## src/rtl/z80fi_insn_capture.sv

```systemverilog
// Purpose : assemble per-cycle core trace events into one retired-instruction packet.
// Latency : z80fi_valid pulses one cycle after the ev_retire cycle.
// Backpr. : none; events beyond packet capacity are dropped and flagged via z80fi_overflow.
//
// Ports: clk/reset_n (async active-low); ev_* trace events from the core;
// z80fi_* packet bus, qualified by the single-cycle z80fi_valid strobe.
module z80fi_insn_capture #(
    parameter int MAX_LEN = 4
) (
    input  logic                   clk,
    input  logic                   reset_n,
    input  logic                   ev_start,
    input  logic [15:0]            ev_pc,
    input  logic                   ev_fetch,
    input  logic [7:0]             ev_fetch_byte,
    input  logic                   ev_reg_rd,
    input  logic [3:0]             ev_reg_rnum,
    input  logic [15:0]            ev_reg_rdata,
    input  logic                   ev_mem_rd,
    input  logic [15:0]            ev_mem_addr,
    input  logic [7:0]             ev_mem_data,
    input  logic                   ev_mem_wr,
    input  logic                   ev_reg_wr,
    input  logic [3:0]             ev_reg_wnum,
    input  logic [15:0]            ev_reg_wdata,
    input  logic                   ev_retire,
    input  logic [15:0]            ev_pc_wdata,
    output logic                   z80fi_valid,
    output logic [8*MAX_LEN-1:0]   z80fi_insn,
    output logic [2:0]             z80fi_insn_len,
    output logic [15:0]            z80fi_pc_rdata,
    output logic [15:0]            z80fi_pc_wdata,
    output logic                   z80fi_reg1_rd,
    output logic [3:0]             z80fi_reg1_rnum,
    output logic [15:0]            z80fi_reg1_rdata,
    output logic                   z80fi_reg2_rd,
    output logic [3:0]             z80fi_reg2_rnum,
    output logic [15:0]            z80fi_reg2_rdata,
    output logic                   z80fi_mem_rd,
    output logic                   z80fi_mem_rd2,
    output logic                   z80fi_mem_wr,
    output logic [15:0]            z80fi_mem_addr,
    output logic [7:0]             z80fi_mem_rdata,
    output logic [7:0]             z80fi_mem_wdata,
    output logic [15:0]            z80fi_mem_addr2,
    output logic [7:0]             z80fi_mem_rdata2,
    output logic                   z80fi_reg_wr,
    output logic [3:0]             z80fi_reg_wnum,
    output logic [15:0]            z80fi_reg_wdata,
    output logic                   z80fi_overflow
);

    localparam logic [2:0] MAX_LEN_L = 3'(MAX_LEN);

    typedef struct packed {
        logic [8*MAX_LEN-1:0] insn;
        logic [2:0]           len;
        logic [15:0]          pc_rdata;
        logic [15:0]          pc_wdata;
        logic                 reg1_rd;
        logic [3:0]           reg1_rnum;
        logic [15:0]          reg1_rdata;
        logic                 reg2_rd;
        logic [3:0]           reg2_rnum;
        logic [15:0]          reg2_rdata;
        logic                 mem_rd;
        logic                 mem_rd2;
        logic                 mem_wr;
        logic [15:0]          mem_addr;
        logic [7:0]           mem_rdata;
        logic [7:0]           mem_wdata;
        logic [15:0]          mem_addr2;
        logic [7:0]           mem_rdata2;
        logic                 reg_wr;
        logic [3:0]           reg_wnum;
        logic [15:0]          reg_wdata;
        logic                 overflow;
    } pkt_t;

    typedef enum logic {S_IDLE, S_COLLECT} state_t;

    state_t state_q;
    pkt_t   acc_q;     // packet under collection
    pkt_t   out_q;     // last emitted packet
    logic   valid_q;

    pkt_t   acc_d;     // accumulator after this cycle's events
    pkt_t   ret_d;     // packet emitted if this cycle retires
    logic   emit_d;

    always_comb begin
        acc_d = acc_q;
        // A start opens a fresh packet; starting over an unretired one loses it.
        if (ev_start) begin
            acc_d          = '0;
            acc_d.pc_rdata = ev_pc;
            acc_d.overflow = (state_q == S_COLLECT) && !ev_retire;
        end

        if (ev_fetch) begin
            if (acc_d.len < MAX_LEN_L) begin
                for (int k = 0; k < MAX_LEN; k++) begin
                    if (acc_d.len == 3'(k)) acc_d.insn[8*k +: 8] = ev_fetch_byte;
                end
                acc_d.len = acc_d.len + 3'd1;
            end else begin
                acc_d.overflow = 1'b1;
            end
        end

        if (ev_reg_rd) begin
            if (!acc_d.reg1_rd) begin
                acc_d.reg1_rd    = 1'b1;
                acc_d.reg1_rnum  = ev_reg_rnum;
                acc_d.reg1_rdata = ev_reg_rdata;
            end else if (!acc_d.reg2_rd) begin
                acc_d.reg2_rd    = 1'b1;
                acc_d.reg2_rnum  = ev_reg_rnum;
                acc_d.reg2_rdata = ev_reg_rdata;
            end else begin
                acc_d.overflow = 1'b1;
            end
        end

        if (ev_mem_rd) begin
            if (!acc_d.mem_rd) begin
                // First read shares the address slot with a write.
                if (acc_d.mem_wr) acc_d.overflow = 1'b1;
                acc_d.mem_rd    = 1'b1;
                acc_d.mem_addr  = ev_mem_addr;
                acc_d.mem_rdata = ev_mem_data;
            end else if (!acc_d.mem_rd2) begin
                acc_d.mem_rd2    = 1'b1;
                acc_d.mem_addr2  = ev_mem_addr;
                acc_d.mem_rdata2 = ev_mem_data;
            end else begin
                acc_d.overflow = 1'b1;
            end
        end

        if (ev_mem_wr) begin
            if (acc_d.mem_wr || acc_d.mem_rd) acc_d.overflow = 1'b1;
            acc_d.mem_wr    = 1'b1;
            acc_d.mem_addr  = ev_mem_addr;
            acc_d.mem_wdata = ev_mem_data;
        end

        if (ev_reg_wr) begin
            acc_d.reg_wr    = 1'b1;
            acc_d.reg_wnum  = ev_reg_wnum;
            acc_d.reg_wdata = ev_reg_wdata;
        end

        // With a simultaneous start, this cycle's events went to the new
        // packet, so the retiring one leaves exactly as accumulated.
        ret_d          = ev_start ? acc_q : acc_d;
        ret_d.pc_wdata = ev_pc_wdata;
        if (ret_d.len == 3'd0) ret_d.overflow = 1'b1;

        emit_d = (state_q == S_COLLECT) && ev_retire;
    end

    always_ff @(posedge clk or negedge reset_n) begin
        if (!reset_n) begin
            state_q <= S_IDLE;
            acc_q   <= '0;
            out_q   <= '0;
            valid_q <= 1'b0;
        end else begin
            valid_q <= emit_d;
            if (emit_d) out_q <= ret_d;
            case (state_q)
                S_IDLE: begin
                    if (ev_start) begin
                        state_q <= S_COLLECT;
                        acc_q   <= acc_d;
                    end
                end
                S_COLLECT: begin
                    if (ev_start) begin
                        acc_q <= acc_d;
                    end else if (ev_retire) begin
                        state_q <= S_IDLE;
                    end else begin
                        acc_q <= acc_d;
                    end
                end
                default: state_q <= S_IDLE;
            endcase
        end
    end

    assign z80fi_valid      = valid_q;
    assign z80fi_insn       = out_q.insn;
    assign z80fi_insn_len   = out_q.len;
    assign z80fi_pc_rdata   = out_q.pc_rdata;
    assign z80fi_pc_wdata   = out_q.pc_wdata;
    assign z80fi_reg1_rd    = out_q.reg1_rd;
    assign z80fi_reg1_rnum  = out_q.reg1_rnum;
    assign z80fi_reg1_rdata = out_q.reg1_rdata;
    assign z80fi_reg2_rd    = out_q.reg2_rd;
    assign z80fi_reg2_rnum  = out_q.reg2_rnum;
    assign z80fi_reg2_rdata = out_q.reg2_rdata;
    assign z80fi_mem_rd     = out_q.mem_rd;
    assign z80fi_mem_rd2    = out_q.mem_rd2;
    assign z80fi_mem_wr     = out_q.mem_wr;
    assign z80fi_mem_addr   = out_q.mem_addr;
    assign z80fi_mem_rdata  = out_q.mem_rdata;
    assign z80fi_mem_wdata  = out_q.mem_wdata;
    assign z80fi_mem_addr2  = out_q.mem_addr2;
    assign z80fi_mem_rdata2 = out_q.mem_rdata2;
    assign z80fi_reg_wr     = out_q.reg_wr;
    assign z80fi_reg_wnum   = out_q.reg_wnum;
    assign z80fi_reg_wdata  = out_q.reg_wdata;
    assign z80fi_overflow   = out_q.overflow;

endmodule

```

## config.mk

```make
export PLATFORM = sky130hd
export DESIGN_NAME = z80fi_insn_capture
export DESIGN_NICKNAME = d
export VERILOG_FILES = /design/src/rtl/z80fi_insn_capture.sv
export SDC_FILE = /design/constraint.sdc
export NUM_CORES = 1
export LEC_CHECK = 0
export ABC_AREA = 1
export CORE_MARGIN = 2
export CORE_UTILIZATION = 59
export CTS_BUF_LIST = sky130_fd_sc_hd__clkbuf_2
export CTS_CLUSTER_DIAMETER = 40
export DETAILED_ROUTE_END_ITERATION = 8
export HOLD_SLACK_MARGIN = 0.02
export PLACE_DENSITY = 0.88
export SLEW_MARGIN = 20
export SYNTH_ARGS = -nofsm -noshare
export SYNTH_HDL_FRONTEND = slang
export SYNTH_SLANG_ARGS = --single-unit
```

## constraint.sdc

```tcl
create_clock -name clk -period 4.9 [get_ports clk]
set_clock_uncertainty 0.15 [all_clocks]
set_input_delay 1.225 -clock clk [delete_from_list [all_inputs] [get_ports clk]]
set_output_delay 1.225 -clock clk [all_outputs]
set_load 0.01 [all_outputs]
```

## Word-level counts from Yosys, hierarchy flattened

Cells that the tools add are included.

- Bits in registers: 382
- Word-level logic and storage cells: 103
- Output and inout bits: 191
- Bits of input ports: 113

- Bitwise operators: 1
- Add/subtract/negate cells: 1
- Equality and inequality tests: 5
- Order comparisons: 1
- Multiplexer cells: 42
- Reduce and logical (&&, ||, !) cells: 7

Operator list:

| kind | number |
|---|---|
| $mux 190 | 5 |
| $pmux 190 s2 | 1 |
| $mux 24 | 5 |
| $mux 35 | 2 |
| $mux 21 | 2 |
| $mux 42 | 1 |
| $mux 20 | 2 |
| $mux 8 | 5 |
| $mux 17 | 1 |
| $mux 1 | 16 |
| $eq 3x2->1 const B | 2 |
| $logic_not 3->1 | 2 |
| $add 3x1->3 const B | 1 |
| $eq 3x1->1 const B | 1 |
| $lt 3x3->1 const B | 1 |
| $ne 3x3->1 const B | 1 |
| $logic_and 1x1->1 | 2 |
| $mux 2 | 1 |
| $ne 2x2->1 const B | 1 |
| $pmux 1 s2 | 1 |
| $reduce_and 2->1 | 1 |
| $logic_not 1->1 | 1 |
| $logic_or 1x1->1 | 1 |
| $not 1->1 | 1 |

## Depth between registers and ports, before layout

- Word-level depth: 17
- Gate-level depth with buffers: 12
- Mapped depth without buffers: 11

## Worst setup path before layout

OpenSTA, ideal clock, no wires.

- Path kind: input-to-reg
- Start point: input ev_start
- End point: register out_q (netlist bit z80fi_insn[20])
- Setup slack: 2.020 ns
- Setup time: 0.123 ns
- Arrival: 2.607 ns
- Data required time: 4.627 ns
- Path buffers: 3
- Cell stages on the path: 12
- Cell sequence: buf_6 inv_6 buf_12 nand2_1 inv_1 ha_1 inv_1 nor2_2 buf_2 o21ai_0 o21ai_0 nand2_1

- Cells in the longest elaborated chain, start to end: 6
- Elaborated cells between the ends (all ways): 7
- Classes of those cells: order compare: 1; eq/ne: 1; mux: 5

Ends and longest elaborated chain:

| element | line | source |
|---|---|---|
| start, declared | 12 | `input logic ev_start,` |
| parallel branches: the longest is 5 deep, another holds $lt 3x3->1 | -- |  |
| $mux 190 * | 156 | `ret_d = ev_start ? acc_q : acc_d;` |
| end signal, assigned | 171 | `if (emit_d) out_q <= ret_d;` |
| end, declared | 84 | `pkt_t out_q;` |

Mark *: on every way between the ends.
A chain may end at the register's enable or synchronous reset.

## Worst setup path in the final report

- Start point: register out_q (netlist bit z80fi_mem_rdata2[2])
- End point: output z80fi_mem_rdata2[2]

RTL lines:

| element | line | source |
|---|---|---|
| end, declared | 46 | `output logic [7:0] z80fi_mem_rdata2,` |

No word-level cell between the ends.

==> impl_metrics.csv <==
group,metric,value,unit
worst_setup_path,cp_slowest_stage_delay,0.58,ns
floorplanning,start_util,0.597,
logic_synthesis,ys_types,32,
logic_synthesis,async_flop_share,1.00,
power_and_ir_drop,power,7620,µW
logic_synthesis,syn_area,17100,µm²
worst_setup_path,crit_required,3.52,ns
timing,finalMaxSlewViolations,0,
worst_setup_path,reg2reg_from,"state_q",
route,vias,16200,
timing,period_share,0.673,
logic_synthesis,synth-seq-cells,366,
worst_setup_path,cp.depth,1,
floorplanning,fp.dieH,174,µm
global_routing,antenna_found_initial,5,
timing,setup_ws,1.60,ns
logic_synthesis,syn_inst,2118,
global_routing,grt_pass1_vias,16200,
floorplanning,core-area,28600,µm²
clock_tree,clock_latency,0.91,ns
timing,setup_viol,0,
worst_setup_path,regToRegSetupSlack,2.68,ns
logic_synthesis,synth_edf_count,0,
logic_synthesis,yosysTopAreaCellShare,0.536,
route,firstDrtPassIters,6,
logic_synthesis,synth-main-ff-cell,"dfrtp_1",
power_and_ir_drop,ir_drop,0.220,mV
logic_synthesis,yosysTopAreaCell,"dfrtp_1",
hold_path,hp-class,"input port to asynchronous set/reset pin",
route,first_iter_violations,1615,
global_routing,grt_max_degree,129,
clock_tree,cts_resized,0,
route,drc_errors,0,
power_and_ir_drop,p_per_area,363,nW/µm²
status,status,"complete, no violations",
placed_design,portBuffers,303,
floorplanning,pin_count,304,
clock_tree,cts_root_buf,"clkbuf_2",
power_and_ir_drop,p_leak,0.00973,µW
worst_setup_path,cpLargestDelayFamily,"buffers and inverters",
logic_synthesis,yosysWarnings,0,
clock_tree,clkSinkCount,366,
floorplanning,num_rows,62,
logic_synthesis,post-synth-top-count-cell,"nand2_1",
placed_design,place_ws,0.933,ns
floorplanning,die_area,30400,µm²
final_layout,syn_to_final_growth,22.7,%
timing,hold_viol,0,
global_routing,grt_pass1_wl,80900,µm
worst_setup_path,arrival,1.92,ns
timing,grt_setup_unrepaired,"no",
worst_setup_path,timing.rr.end,"z80fi_reg2_rdata[2]",
clock_tree,cts.clk_slew.worst_paths,0.10,ns
global_routing,grt_overflow,0,
logic_synthesis,synth_area_leaders,"dfrtp_1 54%, nand2_1 10%, o21ai_0 7.2%, a21oi_1 6.1%, inv_1 4.3%",
worst_setup_path,path_buf_inv,1,
worst_setup_path,critPathMaxFanout,2,
worst_setup_path,crit_path_end_kind,"output pin",
worst_setup_path,worstPathCellList,"clkdlybuf4s50_1",
final_layout,drive_gt1_frac,0.0825,
route,viasPerCell,5.72,
timing,period_needed,3.30,ns
job,max_cap_violations,0,
logic_synthesis,syn_nets,2235,
clock_tree,postCtsHoldBufs,0,
route,wl,49200,µm
timing,tns,0,ns
clock_tree,cts_tree,"yes",
clock_tree,cts_setup_buffers,0,
final_layout,final_nets,2506,
floorplanning,die_x,174,µm
route,antenna_left,0,
logic_synthesis,syn_area_per_cell,8.07,µm²
timing,relSlewSlack,0.325,
timing,max_slew.worst_pin.slew,1.01,ns
route,wl_per_cell,17.3,µm
timing,fmax,303,MHz
clock_tree,numCtsBuffers,91,
logic_synthesis,ys_seq_area_frac,0.536,
logic_synthesis,netlist_top_cells_count,"468 x nand2_1, 366 x dfrtp_1, 245 x o21ai_0",
placed_design,hpwl,30800,µm
worst_setup_path,cpMaxStageDelayCell,"clkdlybuf4s50_1",
worst_setup_path,worstSetupPathType,"register to output pin",
worst_setup_path,worst_setup_path_start_kind,"register",
clock_tree,h-tree-depth,3,
worst_setup_path,r2r_cells,6,
global_routing,grt_usage,0.325,
clock_tree,clk_path_buf_depth,3,
placed_design,routabilityCongestion,0.865,
registers in the layout, summed over array words and instances, names as in the netlist, 3 cells and up:
signal	count
acc_q	174
z80fi_insn	32
z80fi_insn_len	3
z80fi_mem_addr	16
z80fi_mem_addr2	16
z80fi_mem_rdata	8
z80fi_mem_rdata2	8
z80fi_mem_wdata	8
z80fi_pc_rdata	16
z80fi_pc_wdata	16
z80fi_reg1_rdata	16
z80fi_reg1_rnum	4
z80fi_reg2_rdata	16
z80fi_reg2_rnum	4
z80fi_reg_wdata	16
z80fi_reg_wnum	4
final cells by class:
type	count	area, µm²
Tap cell	384	480
Timing Repair Buffer	324	3270
Sequential cell	366	9160
Antenna cell	4	10.0
Clock inverter	17	124
Multi-Input combinational cell	1404	6480
Clock buffer	136	681
Inverter	202	773
Fill cell	2094	7640
worst max path at each step:
stage,from,endpoint,slack [ns]
final,z80fi_mem_rdata2[2],z80fi_mem_rdata2[2],1.60
after global routing,z80fi_mem_rdata[3],z80fi_mem_rdata[3],1.52
after CTS,z80fi_mem_rdata2[2],z80fi_mem_rdata2[2],1.56
after detailed placement,ev_start,z80fi_insn[20],0.93
after global placement,ev_start,z80fi_insn[20],1.04
after floorplan,ev_start,z80fi_insn[20],2.02
kinds of logic after synthesis:
kind of cell	count (synthesis)	synth area share
AOI/OAI and AO/OA	597	0.182
adders and majority gates	4	0.00293
buffers and inverters	348	0.0864
DFF	366	0.536
and+or+nand+nor	803	0.193
routing by layer:
metal | part of all wire | GRT usage
met1 | 0.40 | 0.441
met2 | 0.47 | 0.518
met3 | 0.11 | 0.0763
met4 | 0.022 | 0.114
met5 | 0.00026 | 0
stage by stage:
step,instance area [µm²],hold WS (ns),utilization,instances
2_1_floorplan,17100,0.303,-,2118
3_3_place_gp,20200,0.310,0.705,2680
3_5_place_dp,20200,0.315,0.705,2680
4_1_cts,21000,0.265,0.733,2833
5_1_grt,21000,0.287,0.733,2836
6_report,21000,0.248,0.733,2837
power breakdown:
part / leakage [µW] / internal [µW] / switching (µW)
logic: 0.00454 / 825 / 976
registers: 0.00456 / 3440 / 296
clock network: 0.000627 / 833 / 1250
placed cells by master (no fill, tap or decap), drive strengths merged:
cell type and count:
a21oi 209, a31oi 21, buf 22, bufinv 2
clkbuf 137, clkdlybuf4s50 301, clkinv 14, dfrtp 366
diode 4, ha 4, inv 203, nand2 476
nand3 127, nand4 3, nor2 197, o211ai 16
o21a 2, o21ai 340, o22ai 9
(Power assumes the default switching activity.)
